==> src/rtl/slc3_datapath_gen.sv <==
// SLC-3 datapath with a parametrised width: register file, ALU, address adder,
// architectural registers, condition codes and branch enable around one gated bus.
module slc3_datapath_gen #(
    parameter int unsigned      WIDTH    = 16,
    parameter logic [WIDTH-1:0] PC_RESET = '0,
    parameter int unsigned      LED_W    = 12
) (
    input  logic             Clk,
    input  logic             Reset_ah,
    input  logic             LD_MAR,
    input  logic             LD_MDR,
    input  logic             LD_IR,
    input  logic             LD_BEN,
    input  logic             LD_CC,
    input  logic             LD_REG,
    input  logic             LD_PC,
    input  logic             LD_LED,
    input  logic             GatePC,
    input  logic             GateMDR,
    input  logic             GateALU,
    input  logic             GateMARMUX,
    input  logic [1:0]       PCMUX,
    input  logic [1:0]       ADDR2MUX,
    input  logic [1:0]       ALUK,
    input  logic             DRMUX,
    input  logic             SR1MUX,
    input  logic             SR2MUX,
    input  logic             ADDR1MUX,
    input  logic             MIO_EN,
    input  logic [WIDTH-1:0] MDR_In,
    output logic             BEN,
    output logic [2:0]       CC,
    output logic [WIDTH-1:0] MAR,
    output logic [WIDTH-1:0] MDR,
    output logic [WIDTH-1:0] IR,
    output logic [WIDTH-1:0] PC,
    output logic [LED_W-1:0] LED,
    output logic             bus_err
);

    logic [WIDTH-1:0] pc_q, pc_d;
    logic [WIDTH-1:0] mar_q, mar_d;
    logic [WIDTH-1:0] mdr_q, mdr_d;
    logic [WIDTH-1:0] ir_q, ir_d;
    logic [LED_W-1:0] led_q, led_d;
    logic [2:0]       cc_q, cc_d;
    logic             ben_q, ben_d;
    logic             bus_err_q, bus_err_d;
    logic [WIDTH-1:0] rf_q [8];

    logic [2:0]       sr1, sr2, dr;
    logic [WIDTH-1:0] sr1_val, sr2_val;
    logic [WIDTH-1:0] imm5, off6, off9, off11;
    logic [WIDTH-1:0] alu_b, alu_out;
    logic [WIDTH-1:0] addr1, addr2, adder_out;
    logic [3:0]       gates;
    logic             multi_gate;
    logic [WIDTH-1:0] bus;

    // IR fields keep their LC-3 positions regardless of WIDTH
    assign sr2 = ir_q[2:0];
    assign sr1 = SR1MUX ? ir_q[8:6] : ir_q[11:9];
    assign dr  = DRMUX ? 3'd7 : ir_q[11:9];

    assign imm5  = {{(WIDTH-5){ir_q[4]}},   ir_q[4:0]};
    assign off6  = {{(WIDTH-6){ir_q[5]}},   ir_q[5:0]};
    assign off9  = {{(WIDTH-9){ir_q[8]}},   ir_q[8:0]};
    assign off11 = {{(WIDTH-11){ir_q[10]}}, ir_q[10:0]};

    assign sr1_val = rf_q[sr1];
    assign sr2_val = rf_q[sr2];
    assign alu_b   = SR2MUX ? imm5 : sr2_val;

    always_comb begin
        alu_out = sr1_val;
        case (ALUK)
            2'd0:    alu_out = sr1_val + alu_b;
            2'd1:    alu_out = sr1_val & alu_b;
            2'd2:    alu_out = ~sr1_val;
            default: alu_out = sr1_val;
        endcase
    end

    assign addr1 = ADDR1MUX ? sr1_val : pc_q;

    always_comb begin
        addr2 = '0;
        case (ADDR2MUX)
            2'd0:    addr2 = '0;
            2'd1:    addr2 = off6;
            2'd2:    addr2 = off9;
            default: addr2 = off11;
        endcase
    end

    assign adder_out = addr1 + addr2;

    // Idle or contended gating leaves the bus at zero instead of floating
    assign gates      = {GateMARMUX, GatePC, GateALU, GateMDR};
    assign multi_gate = |(gates & (gates - 4'd1));

    always_comb begin
        bus = '0;
        case (gates)
            4'b1000: bus = adder_out;
            4'b0100: bus = pc_q;
            4'b0010: bus = alu_out;
            4'b0001: bus = mdr_q;
            default: bus = '0;
        endcase
    end

    always_comb begin
        pc_d      = pc_q;
        mar_d     = mar_q;
        mdr_d     = mdr_q;
        ir_d      = ir_q;
        led_d     = led_q;
        cc_d      = cc_q;
        ben_d     = ben_q;
        bus_err_d = bus_err_q | multi_gate;
        if (LD_PC) begin
            case (PCMUX)
                2'd0:    pc_d = pc_q + WIDTH'(1);
                2'd1:    pc_d = bus;
                2'd2:    pc_d = adder_out;
                default: pc_d = pc_q;
            endcase
        end
        if (LD_MAR) mar_d = bus;
        if (LD_MDR) mdr_d = MIO_EN ? MDR_In : bus;
        if (LD_IR)  ir_d  = bus;
        if (LD_LED) led_d = ir_q[LED_W-1:0];
        if (LD_CC) begin
            cc_d = {bus[WIDTH-1], (bus == '0), (!bus[WIDTH-1] && (bus != '0))};
        end
        // Pre-edge IR and CC: a same-cycle LD_IR/LD_CC is seen on the next load
        if (LD_BEN) ben_d = |(ir_q[11:9] & cc_q);
    end

    always_ff @(posedge Clk) begin
        if (Reset_ah) begin
            pc_q      <= PC_RESET;
            mar_q     <= '0;
            mdr_q     <= '0;
            ir_q      <= '0;
            led_q     <= '0;
            cc_q      <= 3'b010;
            ben_q     <= 1'b0;
            bus_err_q <= 1'b0;
        end else begin
            pc_q      <= pc_d;
            mar_q     <= mar_d;
            mdr_q     <= mdr_d;
            ir_q      <= ir_d;
            led_q     <= led_d;
            cc_q      <= cc_d;
            ben_q     <= ben_d;
            bus_err_q <= bus_err_d;
        end
    end

    always_ff @(posedge Clk) begin
        if (Reset_ah) begin
            for (int i = 0; i < 8; i++) begin
                rf_q[i] <= '0;
            end
        end else if (LD_REG) begin
            rf_q[dr] <= bus;
        end
    end

    assign PC      = pc_q;
    assign MAR     = mar_q;
    assign MDR     = mdr_q;
    assign IR      = ir_q;
    assign LED     = led_q;
    assign CC      = cc_q;
    assign BEN     = ben_q;
    assign bus_err = bus_err_q;

endmodule

==> config.mk <==
export PLATFORM = sky130hd
export DESIGN_NAME = slc3_datapath_gen
export DESIGN_NICKNAME = d
export VERILOG_FILES = /design/src/rtl/slc3_datapath_gen.sv
export SDC_FILE = /design/constraint.sdc
export NUM_CORES = 1
export LEC_CHECK = 0
export CORE_MARGIN = 5
export CORE_UTILIZATION = 60
export CTS_BUF_LIST = sky130_fd_sc_hd__clkbuf_4
export CTS_CLUSTER_SIZE = 30
export DETAILED_ROUTE_END_ITERATION = 10
export PLACE_DENSITY = 0.83
export REMOVE_ABC_BUFFERS = 1
export SYNTH_ARGS = -nofsm -noshare
export SYNTH_HDL_FRONTEND = slang
export SYNTH_SLANG_ARGS = --single-unit
==> constraint.sdc <==
create_clock -name Clk -period 9.45 [get_ports Clk]
set_clock_uncertainty 0.15 [all_clocks]
set_input_delay 1.4175 -clock Clk [delete_from_list [all_inputs] [get_ports Clk]]
set_output_delay 1.4175 -clock Clk [all_outputs]
set_load 0.02 [all_outputs]
==> results.txt <==
crit path DAT: 7.69 ns
via count: 12780
Yosys reg bits: 212
starting density of the core: 61.21%
Slew HR: 20.02%
setup violators final: 0
htree depth: 2
first-pass GRT wire length: 67380 um
DR iter-0 viols: 1724
CTS sink cnt: 212
EDFF count, synth: 128
clk root buf: clkbuf_4
share of layout cells above drive strength 1: 11.40%
GRT Total Usage: 33.33%
CTS resizes: 0
min Tclk post-route: 7.253 ns
nets@finish: 1663
kind of critical path: in2reg
Hold Crit Class: reg2reg
synthesized cell area: 13400 um^2
final period utilization: 76.75%
R2R cell count: 21
DRC Markers: 0
die extent in y: 159.4 um
Core Area: 21890 um^2
Worst path slowest cell: a211oi_2
Cell Pwr Density: 158.1 nW/um^2
post-synthesis area per instance: 9.000 um^2
post-synthesis to final-layout area growth: 15.70%
commonest non-fill, non-tap cell in the layout: nor2_1
crit-path cells: clkdlybuf4s50_1 -> buf_4 -> mux2i_4 -> buf_4 -> o21ai_0 -> nand2_1 -> o31ai_1 -> o21ai_0 -> ha_1 -> a21oi_1 -> o21ai_0 -> o41ai_1 -> nand2_1 -> nand3_1 -> a2111oi_0 -> a211oi_2 -> o21ai_0 -> mux2i_1 -> nor2_1
Final Cell Area: 15500 um^2
die span in x: 159.4 um
router iterations before antenna repair: 8
Netlist cell types: 76
most frequent cells in the layout: 274 x nor2_1, 136 x nand2_1, 128 x edfxtp_1
Detail Route Antenna Nets: 0
Clk Latency, worst-skew pair: 0.75 ns
Ys Warns: 0
Lkg Pwr: 5.716 nW
Slew @ Worst Pin: 1.196 ns
vias in the first global route: 12110
FMAX: 137.9 MHz
Startpoint Class: primary input
Critical Path Sink Type: flip-flop
initial antenna violation count: 1
status: finished, final reports clean
placed cell area: 14820 um^2
pin count of the biggest net entering global routing: 47
WL per Instance: 23.13 um
Clock Path Buffers: 3
Routed WL: 44260 um
Via density: 6.683
Max Cap Viol: 0
Final Hold Vio Count: 0
fraction of registers with async set/reset: 0%
Core Rows: 54
CTS Buf Count: 55
most frequent CP cell: o21ai_0
Post-CTS Setup Bufs: 0
num ports: 122
CTS Hold Buffers Added: 0
CTS tree: yes
Req. time, crit path: 9.89 ns
grt total ovfl: 0
Syn Inst Count: 1489
sequential share of the synthesized area: 41.23%
setup TNS: 0 ns
clock transition at the registers of the reported paths: 0.07 ns
# fillers: 1685
RSZ-0062 raised after global routing: false
Port Buffers: 121
routability cong.: 0.9818
Synth Flop Type: edfxtp_1
CP max FO: 32
peak supply drop: 0.0001010 V
DP Wirelength: 29510 um
die area: 25420 um^2
slowest stage delay, CP: 0.92 ns
WHS Path Cells: 2
Max Slew Vio Count: 0
[worst max-delay path, delay by kind of cell]
family,cells,cell delay [ns]
adders and majority gates,1,0.43
muxes,2,0.52
and+or+nand+nor,4,0.39
buffers and inverters,3,1.63
AOI/OAI and AO/OA,9,3.28
[metal layers]
layer,part of all wire (%),GRT usage [%],up-vias
met5,0,0,-
met4,4.8,15.70,0
met3,13,7.947,162
met2,44,51.13,944
met1,38,44.88,5999
li1,-,-,5679
[stage by stage]
step / total power [W] / setup slack (ns) / instances / util [%] / hold slack [ns]
2_1_floorplan: 0.001437 / 2.186 / 1372 / - / 0.4008
3_3_place_gp: 0.001648 / 1.775 / 1809 / 67.68 / 0.3034
3_5_place_dp: 0.001660 / 1.674 / 1809 / 67.68 / 0.3167
4_1_cts: 0.002438 / 2.392 / 1912 / 70.81 / 0.3332
5_1_grt: 0.002547 / 1.661 / 1913 / 70.82 / 0.3651
6_report: 0.002450 / 2.197 / 1913 / 70.82 / 0.3349
[area by class of cell]
type                    count  area (um^2)  area share, %
flip-flops and latches    212         5527          35.65
clock inverters            30        136.4         0.8797
inverters                  35        131.4         0.8474
repair buffers            157         1476          9.523
clock buffers              73        548.0          3.535
diodes                      1        2.502        0.01614
well taps                 280        350.3          2.260
multi-input cells        1125         7332          47.29
[final timing paths]
kind / startpoint / endpoint / slack, ns
worst max-delay path: SR1MUX / MDR[15] / 2.20
worst min register to register: MAR[5] / MAR[5] / 0.33
worst max register to register: IR[9] / CC[0] / 3.21
worst min-delay path: MAR[5] / MAR[5] / 0.33
[Yosys cell counts, drive strengths merged, types with 12 or more instances]
| cell | n | area share (%) |
|---|---|---|
| o21a | 14 | 0.78 |
| nor2 | 274 | 7.7 |
| a21oi | 87 | 3.3 |
| and2 | 15 | 0.70 |
| xnor2 | 27 | 1.8 |
| edfxtp | 128 | 29 |
| a222oi | 12 | 0.90 |
| inv | 35 | 0.98 |
| nand3 | 29 | 1.1 |
| a211oi | 71 | 4.1 |
| clkbuf | 91 | 2.5 |
| nor3 | 27 | 1.0 |
| ha | 35 | 3.3 |
| mux4 | 33 | 5.5 |
| nand2 | 136 | 3.8 |
| nor2b | 36 | 1.7 |
| buf | 26 | 0.99 |
| mux2i | 59 | 4.4 |
| o211ai | 16 | 0.90 |
| o21ai | 99 | 3.7 |
| dfxtp | 84 | 13 |
[registers in the layout, indices dropped and copies added (netlist names), named ones only]
register / cells
LED: 12
IR: 16
rf_q: 128
bus_err: 1
BEN: 1
PC: 16
MDR: 16
CC: 3
MAR: 16
[where the power goes]
group,internal (W),switching (W)
clock,0.000368,0.000423
sequential,0.00102,0.0000399
combinational,0.000232,0.000366
[cells by family (layout without fill, tap and decap cells)]
family / after synthesis / after routing / share of synthesized area (%)
xor gates and xnor gates: 35 / 35 / 2.288
adders and majority gates: 37 / 37 / 3.492
other: 0 / 1 / 0
AOI/OAI and AO/OA: 382 / 382 / 18.94
and+or+nand+nor: 569 / 569 / 18.68
DFF: 212 / 212 / 41.23
buffers and inverters: 152 / 295 / 4.519
muxes: 102 / 102 / 10.85
(Power assumes the default switching activity.)
